## config.mk

```make
export PLATFORM = sky130hd
export DESIGN_NAME = ahbl_imem_dmem_arbiter
export DESIGN_NICKNAME = d
export VERILOG_FILES = /design/src/rtl/ahbl_imem_dmem_arbiter.sv
export SDC_FILE = /design/constraint.sdc
export NUM_CORES = 1
export LEC_CHECK = 0
export ABC_CLOCK_PERIOD_IN_PS = 3600
export BUFFER_PORTS_ARGS = -buffer_cell sky130_fd_sc_hd__clkbuf_2
export CAP_MARGIN = 0
export CORE_AREA = 2 2 121 123
export CTS_CLUSTER_SIZE = 28
export DETAILED_ROUTE_END_ITERATION = 10
export DIE_AREA = 0 0 123 125
export GPL_TIMING_DRIVEN = 0
export PLACE_DENSITY = 0.83
export RECOVER_POWER = 25
export SYNTH_ARGS = -nofsm -noshare
export SYNTH_HDL_FRONTEND = slang
export SYNTH_SLANG_ARGS = --single-unit
export TNS_END_PERCENT = 30
```

## constraint.sdc

```tcl
create_clock -name clk -period 3.6 [get_ports clk]
set_input_delay 0.36 -clock clk [delete_from_list [all_inputs] [get_ports clk]]
set_output_delay 0.36 -clock clk [all_outputs]
set_load 0.005 [all_outputs]
```

## src/rtl/ahbl_imem_dmem_arbiter.sv

```systemverilog
// ahbl_imem_dmem_arbiter
// Shares one AHB-Lite master port between an instruction fetch port (read
// only) and a data port. Each upstream port has a one-deep stage that holds
// an address phase the shared bus could not take, and replays it later.
// Data accesses win over fetches until D_STREAK consecutive data
// acceptances have starved a waiting fetch. The fetch is then let through.
module ahbl_imem_dmem_arbiter #(
  parameter int WIDTH    = 32,
  parameter int D_STREAK = 4
) (
  input  logic             clk,
  input  logic             rst_n,
  input  logic [1:0]       imem_htrans,
  input  logic [WIDTH-1:0] imem_haddr,
  input  logic [2:0]       imem_hsize,
  input  logic [3:0]       imem_hprot,
  output logic             imem_hready,
  output logic [WIDTH-1:0] imem_hrdata,
  output logic             imem_hresp,
  input  logic [1:0]       dmem_htrans,
  input  logic [WIDTH-1:0] dmem_haddr,
  input  logic [2:0]       dmem_hsize,
  input  logic [3:0]       dmem_hprot,
  input  logic             dmem_hwrite,
  input  logic [WIDTH-1:0] dmem_hwdata,
  output logic             dmem_hready,
  output logic [WIDTH-1:0] dmem_hrdata,
  output logic             dmem_hresp,
  output logic [1:0]       bus_htrans,
  output logic [WIDTH-1:0] bus_haddr,
  output logic [2:0]       bus_hsize,
  output logic [3:0]       bus_hprot,
  output logic             bus_hwrite,
  output logic [WIDTH-1:0] bus_hwdata,
  output logic [2:0]       bus_hburst,
  output logic             bus_hmastlock,
  input  logic             bus_hready,
  input  logic [WIDTH-1:0] bus_hrdata,
  input  logic             bus_hresp
);

  localparam int              SW         = $clog2(D_STREAK + 1);
  localparam logic [SW-1:0]   STREAK_MAX = SW'(D_STREAK);
  localparam logic            OWN_I      = 1'b0;
  localparam logic            OWN_D      = 1'b1;

  // imem replay stage
  logic             i_pend_q, i_pend_d;
  logic [WIDTH-1:0] i_addr_q, i_addr_d;
  logic [2:0]       i_size_q, i_size_d;
  logic [3:0]       i_prot_q, i_prot_d;

  // dmem replay stage, including write data caught in the master's data phase
  logic             d_pend_q, d_pend_d;
  logic [WIDTH-1:0] d_addr_q, d_addr_d;
  logic [2:0]       d_size_q, d_size_d;
  logic [3:0]       d_prot_q, d_prot_d;
  logic             d_write_q, d_write_d;
  logic             wcap_q, wcap_d;
  logic [WIDTH-1:0] pend_wdata_q, pend_wdata_d;

  // bus data-phase tracking and arbitration state
  logic             dph_valid_q, dph_valid_d;
  logic             dph_owner_q, dph_owner_d;
  logic             dph_replay_q, dph_replay_d;
  logic             sel_q, sel_d;
  logic             lock_q, lock_d;
  logic [SW-1:0]    streak_q, streak_d;

  logic i_rdy, d_rdy;
  logic i_live, d_live;
  logic i_elig, d_elig;
  logic sel_any, sel, src_pend;
  logic accept, i_cap, d_cap;

  // htrans[0] (SEQ vs NONSEQ) is irrelevant: every transfer goes out as NONSEQ
  logic unused_htrans0;
  assign unused_htrans0 = imem_htrans[0] ^ dmem_htrans[0];

  assign bus_hburst    = 3'b000;
  assign bus_hmastlock = 1'b0;
  assign imem_hready   = i_rdy;
  assign dmem_hready   = d_rdy;

  // Port ready, eligibility, source selection and the shared address phase
  always_comb begin
    i_rdy = 1'b1;
    if (i_pend_q)                                 i_rdy = 1'b0;
    else if (dph_valid_q && dph_owner_q == OWN_I) i_rdy = bus_hready;
    d_rdy = 1'b1;
    if (d_pend_q)                                 d_rdy = 1'b0;
    else if (dph_valid_q && dph_owner_q == OWN_D) d_rdy = bus_hready;

    i_live = i_rdy & imem_htrans[1];
    d_live = d_rdy & dmem_htrans[1];
    i_elig = i_pend_q | i_live;
    d_elig = d_pend_q | d_live;

    // A held (waited) address phase must stay on the same port until taken
    sel_any = 1'b0;
    sel     = OWN_D;
    if (lock_q) begin
      sel_any = 1'b1;
      sel     = sel_q;
    end else if (i_elig && (!d_elig || streak_q >= STREAK_MAX)) begin
      sel_any = 1'b1;
      sel     = OWN_I;
    end else if (d_elig) begin
      sel_any = 1'b1;
      sel     = OWN_D;
    end
    src_pend = (sel == OWN_I) ? i_pend_q : d_pend_q;

    bus_htrans = 2'b00;
    bus_haddr  = '0;
    bus_hsize  = 3'b000;
    bus_hprot  = 4'b0000;
    bus_hwrite = 1'b0;
    if (sel_any) begin
      bus_htrans = 2'b10;
      if (sel == OWN_I) begin
        bus_haddr = i_pend_q ? i_addr_q : imem_haddr;
        bus_hsize = i_pend_q ? i_size_q : imem_hsize;
        bus_hprot = i_pend_q ? i_prot_q : imem_hprot;
      end else begin
        bus_haddr  = d_pend_q ? d_addr_q  : dmem_haddr;
        bus_hsize  = d_pend_q ? d_size_q  : dmem_hsize;
        bus_hprot  = d_pend_q ? d_prot_q  : dmem_hprot;
        bus_hwrite = d_pend_q ? d_write_q : dmem_hwrite;
      end
    end
  end

  // Data-phase routing: write data toward the bus, responses to the owner
  always_comb begin
    bus_hwdata  = '0;
    imem_hrdata = '0;
    imem_hresp  = 1'b0;
    dmem_hrdata = '0;
    dmem_hresp  = 1'b0;
    if (dph_valid_q) begin
      if (dph_owner_q == OWN_D) begin
        bus_hwdata  = dph_replay_q ? pend_wdata_q : dmem_hwdata;
        dmem_hrdata = bus_hrdata;
        dmem_hresp  = bus_hresp;
      end else begin
        imem_hrdata = bus_hrdata;
        imem_hresp  = bus_hresp;
      end
    end
  end

  // Next-state: accept, capture into the replay stages, lock and streak
  always_comb begin
    accept = bus_hready & sel_any;
    i_cap  = i_live & (!(sel_any && sel == OWN_I) | !bus_hready);
    d_cap  = d_live & (!(sel_any && sel == OWN_D) | !bus_hready);

    i_pend_d     = i_pend_q;
    i_addr_d     = i_addr_q;
    i_size_d     = i_size_q;
    i_prot_d     = i_prot_q;
    d_pend_d     = d_pend_q;
    d_addr_d     = d_addr_q;
    d_size_d     = d_size_q;
    d_prot_d     = d_prot_q;
    d_write_d    = d_write_q;
    wcap_d       = 1'b0;
    pend_wdata_d = pend_wdata_q;
    dph_valid_d  = dph_valid_q;
    dph_owner_d  = dph_owner_q;
    dph_replay_d = dph_replay_q;
    lock_d       = sel_any & !bus_hready;
    sel_d        = sel;
    streak_d     = streak_q;

    if (accept && sel == OWN_I) i_pend_d = 1'b0;
    if (accept && sel == OWN_D) d_pend_d = 1'b0;

    if (i_cap) begin
      i_pend_d = 1'b1;
      i_addr_d = imem_haddr;
      i_size_d = imem_hsize;
      i_prot_d = imem_hprot;
    end
    if (d_cap) begin
      d_pend_d  = 1'b1;
      d_addr_d  = dmem_haddr;
      d_size_d  = dmem_hsize;
      d_prot_d  = dmem_hprot;
      d_write_d = dmem_hwrite;
      wcap_d    = dmem_hwrite;
    end
    // The cycle after a write is captured is the master's first data cycle
    if (wcap_q) pend_wdata_d = dmem_hwdata;

    if (bus_hready) begin
      dph_valid_d = accept;
      if (accept) begin
        dph_owner_d  = sel;
        dph_replay_d = src_pend;
      end
    end

    if ((accept && sel == OWN_I) || !i_elig) begin
      streak_d = '0;
    end else if (accept && sel == OWN_D && streak_q < STREAK_MAX) begin
      streak_d = streak_q + 1'b1;
    end
  end

  // State registers, all cleared by the asynchronous reset
  always_ff @(posedge clk or negedge rst_n) begin
    if (!rst_n) begin
      i_pend_q     <= 1'b0;
      i_addr_q     <= '0;
      i_size_q     <= 3'b000;
      i_prot_q     <= 4'b0000;
      d_pend_q     <= 1'b0;
      d_addr_q     <= '0;
      d_size_q     <= 3'b000;
      d_prot_q     <= 4'b0000;
      d_write_q    <= 1'b0;
      wcap_q       <= 1'b0;
      pend_wdata_q <= '0;
      dph_valid_q  <= 1'b0;
      dph_owner_q  <= OWN_I;
      dph_replay_q <= 1'b0;
      sel_q        <= OWN_I;
      lock_q       <= 1'b0;
      streak_q     <= '0;
    end else begin
      i_pend_q     <= i_pend_d;
      i_addr_q     <= i_addr_d;
      i_size_q     <= i_size_d;
      i_prot_q     <= i_prot_d;
      d_pend_q     <= d_pend_d;
      d_addr_q     <= d_addr_d;
      d_size_q     <= d_size_d;
      d_prot_q     <= d_prot_d;
      d_write_q    <= d_write_d;
      wcap_q       <= wcap_d;
      pend_wdata_q <= pend_wdata_d;
      dph_valid_q  <= dph_valid_d;
      dph_owner_q  <= dph_owner_d;
      dph_replay_q <= dph_replay_d;
      sel_q        <= sel_d;
      lock_q       <= lock_d;
      streak_q     <= streak_d;
    end
  end

endmodule

```

## Word-level counts from Yosys, hierarchy flattened

Index checks and enable logic that the tools add are counted.

- Register bits: 122
- Memory bits (read-only): 0
- Memories: 0
- Input bits: 151
- Word-level logic and storage cells: 95
- Memory bits (writable): 0
- Bits in latches: 0

- Bitwise logic cells: 12
- Div/mod/pow operators: 0
- $lt $le $gt $ge: 2
- Multipliers: 0
- Mux-type cells: 44
- Reductions and logical operators: 19
- Equality and inequality tests: 0
- Shifts and indexed selects: 0
- Add/subtract/negate cells: 1

Operator list:

| operator | number |
|---|---|
| 2-to-1 mux 32 bit | 11 |
| 2-to-1 mux 1 bit | 22 |
| 2-to-1 mux 3 bit | 6 |
| 2-to-1 mux 4 bit | 4 |
| logical AND 1 bit | 8 |
| AND 1 bit | 6 |
| nonzero test 2 bit | 3 |
| zero test 1 bit | 5 |
| bitwise OR 1 bit | 4 |
| adder 3 x 1 -> 3 bit (second input constant) | 1 |
| greater-or-equal comparator 3 bit (second input constant) | 1 |
| < comparator 3 bit (second input constant) | 1 |
| logical OR 1 bit | 2 |
| 2-to-1 mux 2 bit | 1 |
| NOT 1 bit | 2 |
| AND reduction 2 bit | 1 |

## Logic depth before layout (Yosys ltp)

Gate-level depths: netlist of the first run.

- Depth after elaboration: 16
- Depth in mapped cells: 8

## Least setup slack after synthesis of the first run

Ideal clock, no wire load.

- Path type: input to output
- Start point: input bus_hready
- End point: output bus_haddr[12]
- Setup slack: 1.361 ns
- Data arrival time: 1.879 ns
- Stages: 8
- Path through: buf_2 or3b_1 a21oi_2 o31a_1 buf_4 nand2_1 clkbuf_1 o22ai_1

- Word-level cells in the longest chain between the ends: 11
- Elaborated cells between the ends (all ways): 18

Ends and longest elaborated chain:

| item | line | RTL |
|---|---|---|
| from (decl) | 37 | `input logic bus_hready,` |
| 2-to-1 mux 1 bit | 92 | `else if (dph_valid_q && dph_owner_q == OWN_D) d_rdy = bus_hready;` |
| 2-to-1 mux 1 bit | 91 | `if (d_pend_q) d_rdy = 1'b0;` |
| AND 1 bit | 95 | `d_live = d_rdy & dmem_htrans[1];` |
| bitwise OR 1 bit | 97 | `d_elig = d_pend_q \| d_live;` |
| zero test 1 bit | 105 | `end else if (i_elig && (!d_elig \|\| streak_q >= STREAK_MAX)) begin` |
| logical OR 1 bit | 105 |  |
| logical AND 1 bit | 105 |  |
| 2-to-1 mux 1 bit | 105 |  |
| 2-to-1 mux 1 bit | 102 | `if (lock_q) begin` |
| 2-to-1 mux 32 bit | 121 | `if (sel == OWN_I) begin` |
| 2-to-1 mux 32 bit (*) | 119 | `if (sel_any) begin` |
| to (decl) | 30 | `output logic [WIDTH-1:0] bus_haddr,` |

Mark *: on every way between the ends. The rest lies on a longest branch, timed or not.

## Worst setup path in the final report of the first run

- Start point: register dph_valid_q
- End point: output bus_haddr[12]

- Elaborated cells between the ends (all ways): 20

RTL lines:

| item | line | RTL |
|---|---|---|
| from (decl) | 63 | `logic dph_valid_q, dph_valid_d;` |
| from (signal assigned) | 244 | `dph_valid_q <= dph_valid_d;` |
| logical AND 1 bit | 92 |  |
| 2-to-1 mux 1 bit | 92 |  |
| 2-to-1 mux 1 bit | 91 |  |
| AND 1 bit | 95 |  |
| bitwise OR 1 bit | 97 |  |
| zero test 1 bit | 105 |  |
| logical OR 1 bit | 105 |  |
| logical AND 1 bit | 105 |  |
| 2-to-1 mux 1 bit (*) | 105 |  |
| 2-to-1 mux 1 bit (*) | 102 |  |
| named net sel_any | 73 | `logic sel_any, sel, src_pend;` |
| 2-to-1 mux 32 bit (*) | 119 |  |

The timed path passes the listed nets; every way through them passes the cells marked *.

==> results of run 1 <==
[through the flow]
step / cell area, um^2 / utilization, %
floorplan: 6960 / -
global placement: 8630 / 60.7
detailed placement: 8660 / 61.0
CTS: 9300 / 65.5
global route: 9300 / 65.5
finish: 9300 / 65.5
[registers in the layout (all words and copies together), names as in the netlist, 3 cells and up]
| signal | cells |
|---|---|
| d_addr_q | 32 |
| i_addr_q | 32 |
| pend_wdata_q | 32 |
| d_prot_q | 4 |
| i_prot_q | 4 |
| d_size_q | 3 |
| i_size_q | 3 |
| streak_q | 3 |
[logic make-up after synthesis]
kind of cell	Yosys count
multiplexers	223
flip-flops	122
AND/OR/NAND/NOR	122
buffers and inverters	62
AO/OA/AOI/OAI	57
adder cells (fa/ha/maj)	2
other	1
XOR/XNOR	1
[cell usage in the layout, fill, tap and decap left out, drive strengths merged, types with 2 or more instances in the layout]
master / count
conb: 5
mux2i: 111
nor2: 39
nand2: 7
buf: 22
o21ai: 3
bufinv: 4
ha: 2
inv: 7
dfrtp: 122
a31oi: 2
clkinv: 4
clkbuf: 343
nand2b: 2
and2: 37
o22ai: 39
a21oi: 5
and3: 33
clkinvlp: 2
mux2: 112
[worst max-delay path, cell delays in order (launching register included)]
cell      delay (ps)
dfrtp_1          310
buf_2            210
or3b_1           420
a21oi_2          230
nand3b_2         180
nand2_1          230
clkbuf_1         530
o22ai_1          220
clkbuf_2         150
[where the power goes]
part / switching [mW] / internal [mW] / total [mW]
clock network: 0.613 / 1.19 / 1.81
registers: 0.359 / 2.04 / 2.40
logic: 1.31 / 1.60 / 2.91
total: 2.28 / 4.83 / 7.11
[layer usage]
layer	part of all wire [%]	wire (um)	global-route usage, %	vias up
li1	-	-	-	2734
met1	40	7590	28.4	2727
met2	50	9410	42.3	232
met3	8.8	1660	8.62	29
met4	1.8	346	8.36	0
met5	0	0	0	-
[worst paths after layout]
| kind | to | from |
|---|---|---|
| max | bus_haddr[12] | dph_valid_q |
| min | pend_wdata_q[9] | dmem_hwdata[9] |
| max reg2reg | i_addr_q[22] | dph_valid_q |
| min reg2reg | pend_wdata_q[9] | pend_wdata_q[9] |
| max in group asynchronous | d_write_q | rst_n |
| min in group asynchronous | i_size_q[0] | rst_n |
[area by class of cell]
cell class / instances / area [um^2] / area share, %
plain buffers: 56 / 273 / 2.93
multi-input cells: 410 / 3610 / 38.8
diodes: 1 / 2.50 / 0.0269
repair buffers: 290 / 1490 / 16.0
clock buffers: 21 / 460 / 4.95
clock inverters: 11 / 168 / 1.80
flip-flops and latches: 122 / 3050 / 32.8
inverters: 6 / 22.5 / 0.242
well taps: 184 / 230 / 2.47
==> results.yml, run 1 <==
logic_synthesis:
  ys.flop_type: "dfrtp_1"
  synth_cell_type_count: 36
  synth_top_family_by_area: "multiplexers"
  post-synth-top-count-cell: "dfrtp_1"
  synth_area_um2: 6940
  synth_edf_count: 0
  ys_seq_area_share_pct: 44.0
  synth_mux_area_share_pct: 36.3
  synth-seq-cells: 122
  ys_warn_count: 0
  yosys-top-cells-count: "dfrtp_1, mux2i_1, mux2_2"
  synthAdderAreaFrac_pct: 0.360
  netlist_top_cells_area: "dfrtp_1, mux2i_1, mux2_2"
  async_flop_share_pct: 100
  synth_cells: 590
  synthSimpleGateAreaFrac_pct: 9.43
  yosysTopAreaCell: "dfrtp_1"
  synth_area_per_cell_um2: 11.8
  synth-compound-area-share_pct: 5.52
  synth_top_area_share_pct: 44.0
  synth_xor_area_share_pct: 0.126
sta:
  slew_headroom_pct: -72.6
  final_max_slew_viol_count: 56
  timing.final.ws_setup_ps: 341
  hold_ws_ps: 192
  period_share_pct: 90.5
  max_clock_freq_mhz: 307
  rsz0062_at_grt: "false"
  fin_crit_ps: 3260
  fin_setup_tns_ps: 0
  fin_skew_ps: 5.86
  final_hold_viol_count: 0
  setup_viol: 0
  tightestPinTransition_ps: 2590
finish:
  fin_cells: 1101
  finalNetCount: 1056
  syn_to_final_growth_pct: 34.0
  drive_above_1_share_pct: 49.2
  fillers: 1134
clock_tree:
  cts.sink_count: 122
  root_buffer: "clkbuf_16"
  post_cts_buffers: 0
  clk_pin_slew_ps: 60
  hold_buffers: 1
  cts_resized: 0
  cts_buffer_depth: 2
  clk_latency_ps: 410
  numCtsBuffers: 17
  h-tree-depth: 4
  cts_tree: "built"
worst_hold_path:
  worstHoldPathCells: 2
  holdCritPathClass: "in2reg"
floorplan:
  die_h_um: 125
  fp.coreArea_um2: 14200
  die_area_um2: 15400
  io_pins: 297
  fp-row-count: 44
  die_w_um: 123
  start_util_pct: 48.9
critical_path:
  start_kind: "flop"
  endpoint_kind: "primary output"
  worst-r2r-cell-count: 8
  cp.arrival_ps: 2900
  reg2reg_slack_ps: 1170
  crit_type: "reg2out"
  crit_required_ps: 3240
  crit_fanout: 10
global_route:
  overflow: 0
  grt_max_degree: 68
  grt_pass1_wl_mm: 29.2
  antenna_found_initial: 1
  grt_usage_pct: 24.6
  grt_pass1_vias: 5811
status:
  violations: "max-capacitance violations, max-slew violations"
  status: "complete, but fails checks"
routing:
  route.detailed.drc: 0
  antenna_left: 0
  wirelength_mm: 19.0
  viasPerCell: 5.20
  dr_total_vias: 5722
  dr.pass1.iters: 4
  wire_per_inst_um: 17.3
  drt-initial-drc-count: 244
placed_design:
  gp_congestion: 0.810
  dp_slack_ps: 774
  hpwl_mm: 14.5
  placed_cells: 1067
  port_buffers: 288
power_and_ir_drop:
  power.density_nw_per_um2: 765
  p_leak_nw: 4.89
  total_power_mw: 7.11
  ir_worst_vdd_v: 0.000553
flow_run:
  drv_cap: 1
Note: power is estimated with default switching activity, not from simulation.
==> run 2, diff against run 1 <==
--- a/config.mk
+++ b/config.mk
@@ -8,12 +8,11 @@
 export ABC_CLOCK_PERIOD_IN_PS = 3600
 export BUFFER_PORTS_ARGS = -buffer_cell sky130_fd_sc_hd__clkbuf_2
 export CAP_MARGIN = 0
-export CORE_AREA = 2 2 121 123
+export CORE_AREA = 2 2 153 155
 export CTS_CLUSTER_SIZE = 28
 export DETAILED_ROUTE_END_ITERATION = 10
-export DIE_AREA = 0 0 123 125
+export DIE_AREA = 0 0 155 157
 export GPL_TIMING_DRIVEN = 0
-export PLACE_DENSITY = 0.83
 export RECOVER_POWER = 25
 export SYNTH_ARGS = -nofsm -noshare
 export SYNTH_HDL_FRONTEND = slang
==> run 2 against run 1 <==
The run still ends with max-capacitance violations, max-slew violations left. Via count increased by 0.65%. Total power shrank 1.4%. Sequential cell count unchanged. Fmax shrank 2.9%. Worst setup slack got worse by 96 ps. First-iteration DRC count fell by 13%. Hold slack lost 2.1 ps. Critical endpoint is now bus_haddr[18]. Sequential share of layout area shrank 0.25 points. Count of clock-buffer cells in the layout down 4.
==> results.yml, run 2 (synthesis results as in run 1) <==
routing:
  viasPerCell: 4.79
  wire_per_inst_um: 17.4
  route.detailed.drc: 0
  drt-initial-drc-count: 213
  dr_total_vias: 5759
  antenna_left: 0
  wirelength_mm: 20.9
  dr.pass1.iters: 5
critical_path:
  crit_type: "reg2out"
  cp.arrival_ps: 3000
  reg2reg_slack_ps: 960
  crit_fanout: 10
  worstReg2RegStart: "dph_valid_q"
  worst-r2r-cell-count: 8
  timing.critical_path.to: "bus_haddr[18]"
  start_kind: "flop"
  r2r-end: "i_addr_q[22]"
  critPathLaunch: "dph_valid_q"
  crit_required_ps: 3240
  endpoint_kind: "primary output"
sta:
  slew_headroom_pct: -56.7
  fin_crit_ps: 3360
  tightestPinTransition_ps: 2350
  final_hold_viol_count: 0
  max_clock_freq_mhz: 298
  timing.final.ws_setup_ps: 245
  final_max_slew_viol_count: 50
  setup_viol: 0
  period_share_pct: 93.2
  rsz0062_at_grt: "false"
  fin_setup_tns_ps: 0
  fin_skew_ps: 10.0
status:
  status: "complete, but fails checks"
  violations: "max-capacitance violations, max-slew violations"
clock_tree:
  numCtsBuffers: 17
  cts_tree: "built"
  cts_resized: 0
  root_buffer: "clkbuf_16"
  h-tree-depth: 4
  hold_buffers: 1
  cts_buffer_depth: 2
  post_cts_buffers: 0
  clk_latency_ps: 410
  clk_pin_slew_ps: 60
  cts.sink_count: 122
global_route:
  grt_max_degree: 75
  grtUsageMet3_pct: 5.64
  grt_util_met2_pct: 29.6
  overflow: 0
  grt.busiest_layer: "met2"
  use_met1_pct: 19.9
  antenna_found_initial: 1
  grt_usage_pct: 17.0
  grt_pass1_wl_mm: 31.7
  grt_pass1_vias: 5760
finish:
  syn_to_final_growth_pct: 35.0
  final_cell_mix: "clkbuf_2, dfrtp_1, mux2i_1"
  final_common_cell: "clkbuf_2"
  reg.largest.list: "d_addr_q: 32 flops, i_addr_q: 32 flops, pend_wdata_q: 32 flops"
  drive_above_1_share_pct: 49.5
  fin_cells: 1202
  fillers: 2236
  post-route-cell-area_um2: 9370
  finalNetCount: 1056
placed_design:
  dpl_cell_area_um2: 8790
  gp_congestion: 0.768
  placed_cells: 1168
  port_buffers: 288
  dp_slack_ps: 683
  hpwl_mm: 15.8
power_and_ir_drop:
  power.density_nw_per_um2: 748
  total_power_mw: 7.01
  p_leak_nw: 4.85
  ir_worst_vdd_v: 0.000369
floorplan:
  io_pins: 297
  fp.coreArea_um2: 22500
  fp-row-count: 55
  die_w_um: 155
  start_util_pct: 30.8
  die_h_um: 157
  die_area_um2: 24300
flow_run:
  drv_cap: 1
worst_hold_path:
  holdCritPathClass: "in2reg"
==> run 2: worst min-delay path by stage <==
stage	cells past startpoint	end	from
4_1_cts	2	d_addr_q[9]	dmem_haddr[9]
3_3_place_gp	1	i_addr_q[12]	i_addr_q[12]
6_report	2	d_addr_q[9]	dmem_haddr[9]
2_1_floorplan	0	d_addr_q[0]	rst_n
3_5_place_dp	1	i_addr_q[6]	rst_n
5_1_grt	2	d_prot_q[1]	dmem_hprot[1]
==> run 2: cell type report <==
cell class,count,area [um^2],share of cell area [%]
Antenna cell,1,2.50,0.0267
Buffer,56,273,2.91
Clock buffer,17,425,4.54
Clock inverter,15,165,1.76
Inverter,6,22.5,0.240
Multi-Input combinational cell,410,3610,38.5
Sequential cell,122,3050,32.6
Tap cell,285,357,3.80
Timing Repair Buffer,290,1470,15.7
==> run 2: layer usage <==
layer	part of all wire (%)	wire length [um]	up-vias
met5	0	0	-
met4	1.9	389	0
met3	8.2	1720	22
met2	49	10200	241
met1	41	8580	2765
li1	-	-	2731
==> run 2: report_power, final <==
part	switching (mW)	total, mW	internal, mW
clock network	0.693	1.73	1.03
logic	1.33	2.92	1.60
registers	0.326	2.37	2.04
==> run 2: per-stage QoR <==
step                      util, %  hold WS, ps
after floorplan                 -         64.4
after global placement       38.9          486
after detailed placement     39.1          349
after CTS                    41.7          167
after global routing         41.7          174
final                        41.7          190
==> run 2: critical path, cell delays in order (launching register included) <==
cell	delay, ps
dfrtp_1	310
buf_2	220
or3b_1	420
a21oi_2	230
nand3b_2	190
nand2_1	260
clkbuf_1	550
o22ai_1	240
clkbuf_2	160
==> run 3, diff against run 2 <==
--- a/config.mk
+++ b/config.mk
@@ -8,11 +8,12 @@
 export ABC_CLOCK_PERIOD_IN_PS = 3600
 export BUFFER_PORTS_ARGS = -buffer_cell sky130_fd_sc_hd__clkbuf_2
 export CAP_MARGIN = 0
-export CORE_AREA = 2 2 153 155
+export CORE_AREA = 2 2 119 121
 export CTS_CLUSTER_SIZE = 28
 export DETAILED_ROUTE_END_ITERATION = 10
-export DIE_AREA = 0 0 155 157
+export DIE_AREA = 0 0 121 123
 export GPL_TIMING_DRIVEN = 0
+export PLACE_DENSITY = 0.85
 export RECOVER_POWER = 25
 export SYNTH_ARGS = -nofsm -noshare
 export SYNTH_HDL_FRONTEND = slang
==> constraint.sdc (replaced) <==
create_clock -name clk -period 3.6 [get_ports clk]
set_input_delay 0.72 -clock clk [delete_from_list [all_inputs] [get_ports clk]]
set_output_delay 0.72 -clock clk [all_outputs]
set_load 0.005 [all_outputs]
==> run 3 against run 2 <==
Final area shrank 1.2%. The flow still finishes with violations (max-capacitance violations, max-slew violations). Hold slack gained 310 ps. Die area shrank 39%. First-iteration DRC count grew 19%. Register-to-register slack gained 260 ps. Largest cell class unchanged. Largest power group unchanged. Total power grew 0.72%. Worst setup slack lost 87 ps. Global-route usage grew 8.4 points. Via count grew 0.35%.
==> results.yml, run 3 (synthesis results as in run 1) <==
floorplan:
  die_h_um: 123
  start_util_pct: 51.0
  fp.coreArea_um2: 13600
  io_pins: 297
  fp-row-count: 43
  die_w_um: 121
  die_area_um2: 14900
critical_path:
  crit_buf_inv: 4
  cp_top_family: "buffers and inverters"
  crit_required_ps: 2880
  crit_type: "in2out"
  start_kind: "primary input"
  cp.arrival_ps: 2720
  endpoint_kind: "primary output"
  crit_fanout: 10
  critPathSlowestCell: "or3b_1"
  crit_path_max_incr_delay_ps: 440
  cp_cell_sequence: "buf_2 > or3b_1 > a21oi_2 > o31a_1 > buf_4 > nand2_1 > clkbuf_1 > o22ai_1 > clkbuf_2"
finish:
  syn_to_final_growth_pct: 33.4
  finish.utilization_pct: 68.0
  post-route-cell-area_um2: 9260
  reg.largest.list: "d_addr_q: 32 flops, i_addr_q: 32 flops, pend_wdata_q: 32 flops"
  drive_above_1_share_pct: 49.8
  final_cell_mix: "clkbuf_2, dfrtp_1, mux2i_1"
  final_common_cell: "clkbuf_2"
  finalNetCount: 1055
sta:
  max_clock_freq_mhz: 290
  rsz0062_at_grt: "true"
  slew_headroom_pct: -2.83
  setup_viol: 0
  period_share_pct: 95.6
  tightestPinTransition_ps: 1540
  fin_crit_ps: 3440
  fin_skew_ps: 8.66
  final_hold_viol_count: 0
  timing.final.ws_setup_ps: 157
  final_max_slew_viol_count: 64
power_and_ir_drop:
  p_seq_share_pct: 34.0
  combPwrFrac_pct: 41.1
  power.density_nw_per_um2: 763
  p_leak_nw: 4.87
  intPower_mw: 4.79
  power.switching_mw: 2.28
  clockPowerShare_pct: 24.9
  ir_worst_vdd_v: 0.000463
  sw_frac_of_total_pct: 32.2
placed_design:
  gp_congestion: 0.877
  port_buffers: 288
  dp_slack_ps: 93.4
  hpwl_mm: 14.7
  dpl_cell_area_um2: 8660
routing:
  drt-initial-drc-count: 254
  antenna_left: 0
  wire_per_inst_um: 17.4
  wirelength_mm: 19.1
  dr_total_vias: 5779
  viasPerCell: 5.27
  route.detailed.drc: 0
  dr.pass1.iters: 4
clock_tree:
  cts_tree: "built"
  numCtsBuffers: 17
  clk_pin_slew_ps: 60
  hold_buffers: 0
  h-tree-depth: 4
  clk_latency_ps: 420
  root_buffer: "clkbuf_16"
  cts.sink_count: 122
  cts_buffer_depth: 2
global_route:
  grt_max_degree: 64
  grt_pass1_vias: 5648
  overflow: 0
  grt_pass1_wl_mm: 28.9
  antenna_found_initial: 1
  grt_usage_pct: 25.3
worst_hold_path:
  holdCritPathClass: "reg2reg"
flow_run:
  drv_cap: 1
status:
  status: "complete, but fails checks"
  violations: "max-capacitance violations, max-slew violations"
-- run 3: worst paths after layout --
| path | startpoint | to | slack [ps] | depth (start not counted) |
|---|---|---|---|---|
| worst min register to register | pend_wdata_q[8] | pend_wdata_q[8] | 500 | 1 |
| worst min-delay path | pend_wdata_q[8] | pend_wdata_q[8] | 500 | 1 |
| worst max register to register | dph_valid_q | d_addr_q[26] | 1220 | 7 |
| worst max-delay path | bus_hready | bus_haddr[28] | 160 | 9 |
| min in group asynchronous | rst_n | i_prot_q[2] | 670 | 1 |
| max in group asynchronous | rst_n | pend_wdata_q[12] | 750 | 2 |
-- run 3: per-stage QoR --
| step | hold slack, ps | TNS [ps] | power [mW] | std cells |
|---|---|---|---|---|
| 2_1_floorplan | 424 | 0 | 4.31 | 594 |
| 3_3_place_gp | 486 | -7510 | 5.19 | 1062 |
| 3_5_place_dp | 493 | 0 | 5.30 | 1063 |
| 4_1_cts | 290 | 0 | 7.09 | 1095 |
| 5_1_grt | 512 | -9.39 | 7.48 | 1096 |
| 6_report | 504 | 0 | 7.06 | 1097 |
-- run 3: layout make-up --
cell class / count / area, um^2
inverters: 6 / 22.5
well taps: 180 / 225
clock inverters: 10 / 141
flip-flops and latches: 122 / 3050
fillers: 1021 / 4350
repair buffers: 289 / 1450
diodes: 2 / 5.00
multi-input cells: 410 / 3610
plain buffers: 56 / 277
clock buffers: 22 / 474
-- run 3: per-layer routing --
metal,wire [um],vias up,track usage (%)
met5,0,-,0
met4,646,0,12.1
met3,1570,48,8.58
met2,9400,246,42.9
met1,7500,2747,28.8
li1,-,2738,-
-- run 3: power by group through the flow --
stage          Sequential [mW]  Combinational (mW)  Clock (mW)
6_report                  2.40                2.90        1.76
5_1_grt                   2.48                3.15        1.85
4_1_cts                   2.39                2.92        1.78
3_5_place_dp              2.39                2.91           0
3_3_place_gp              2.36                2.83           0
2_1_floorplan             2.30                2.01           0
-- run 3: timing repair --
action                     4_1_cts  5_1_grt
setup endpoints to repair        0       14
gates resized for setup          0        7
setup buffers                    0        0
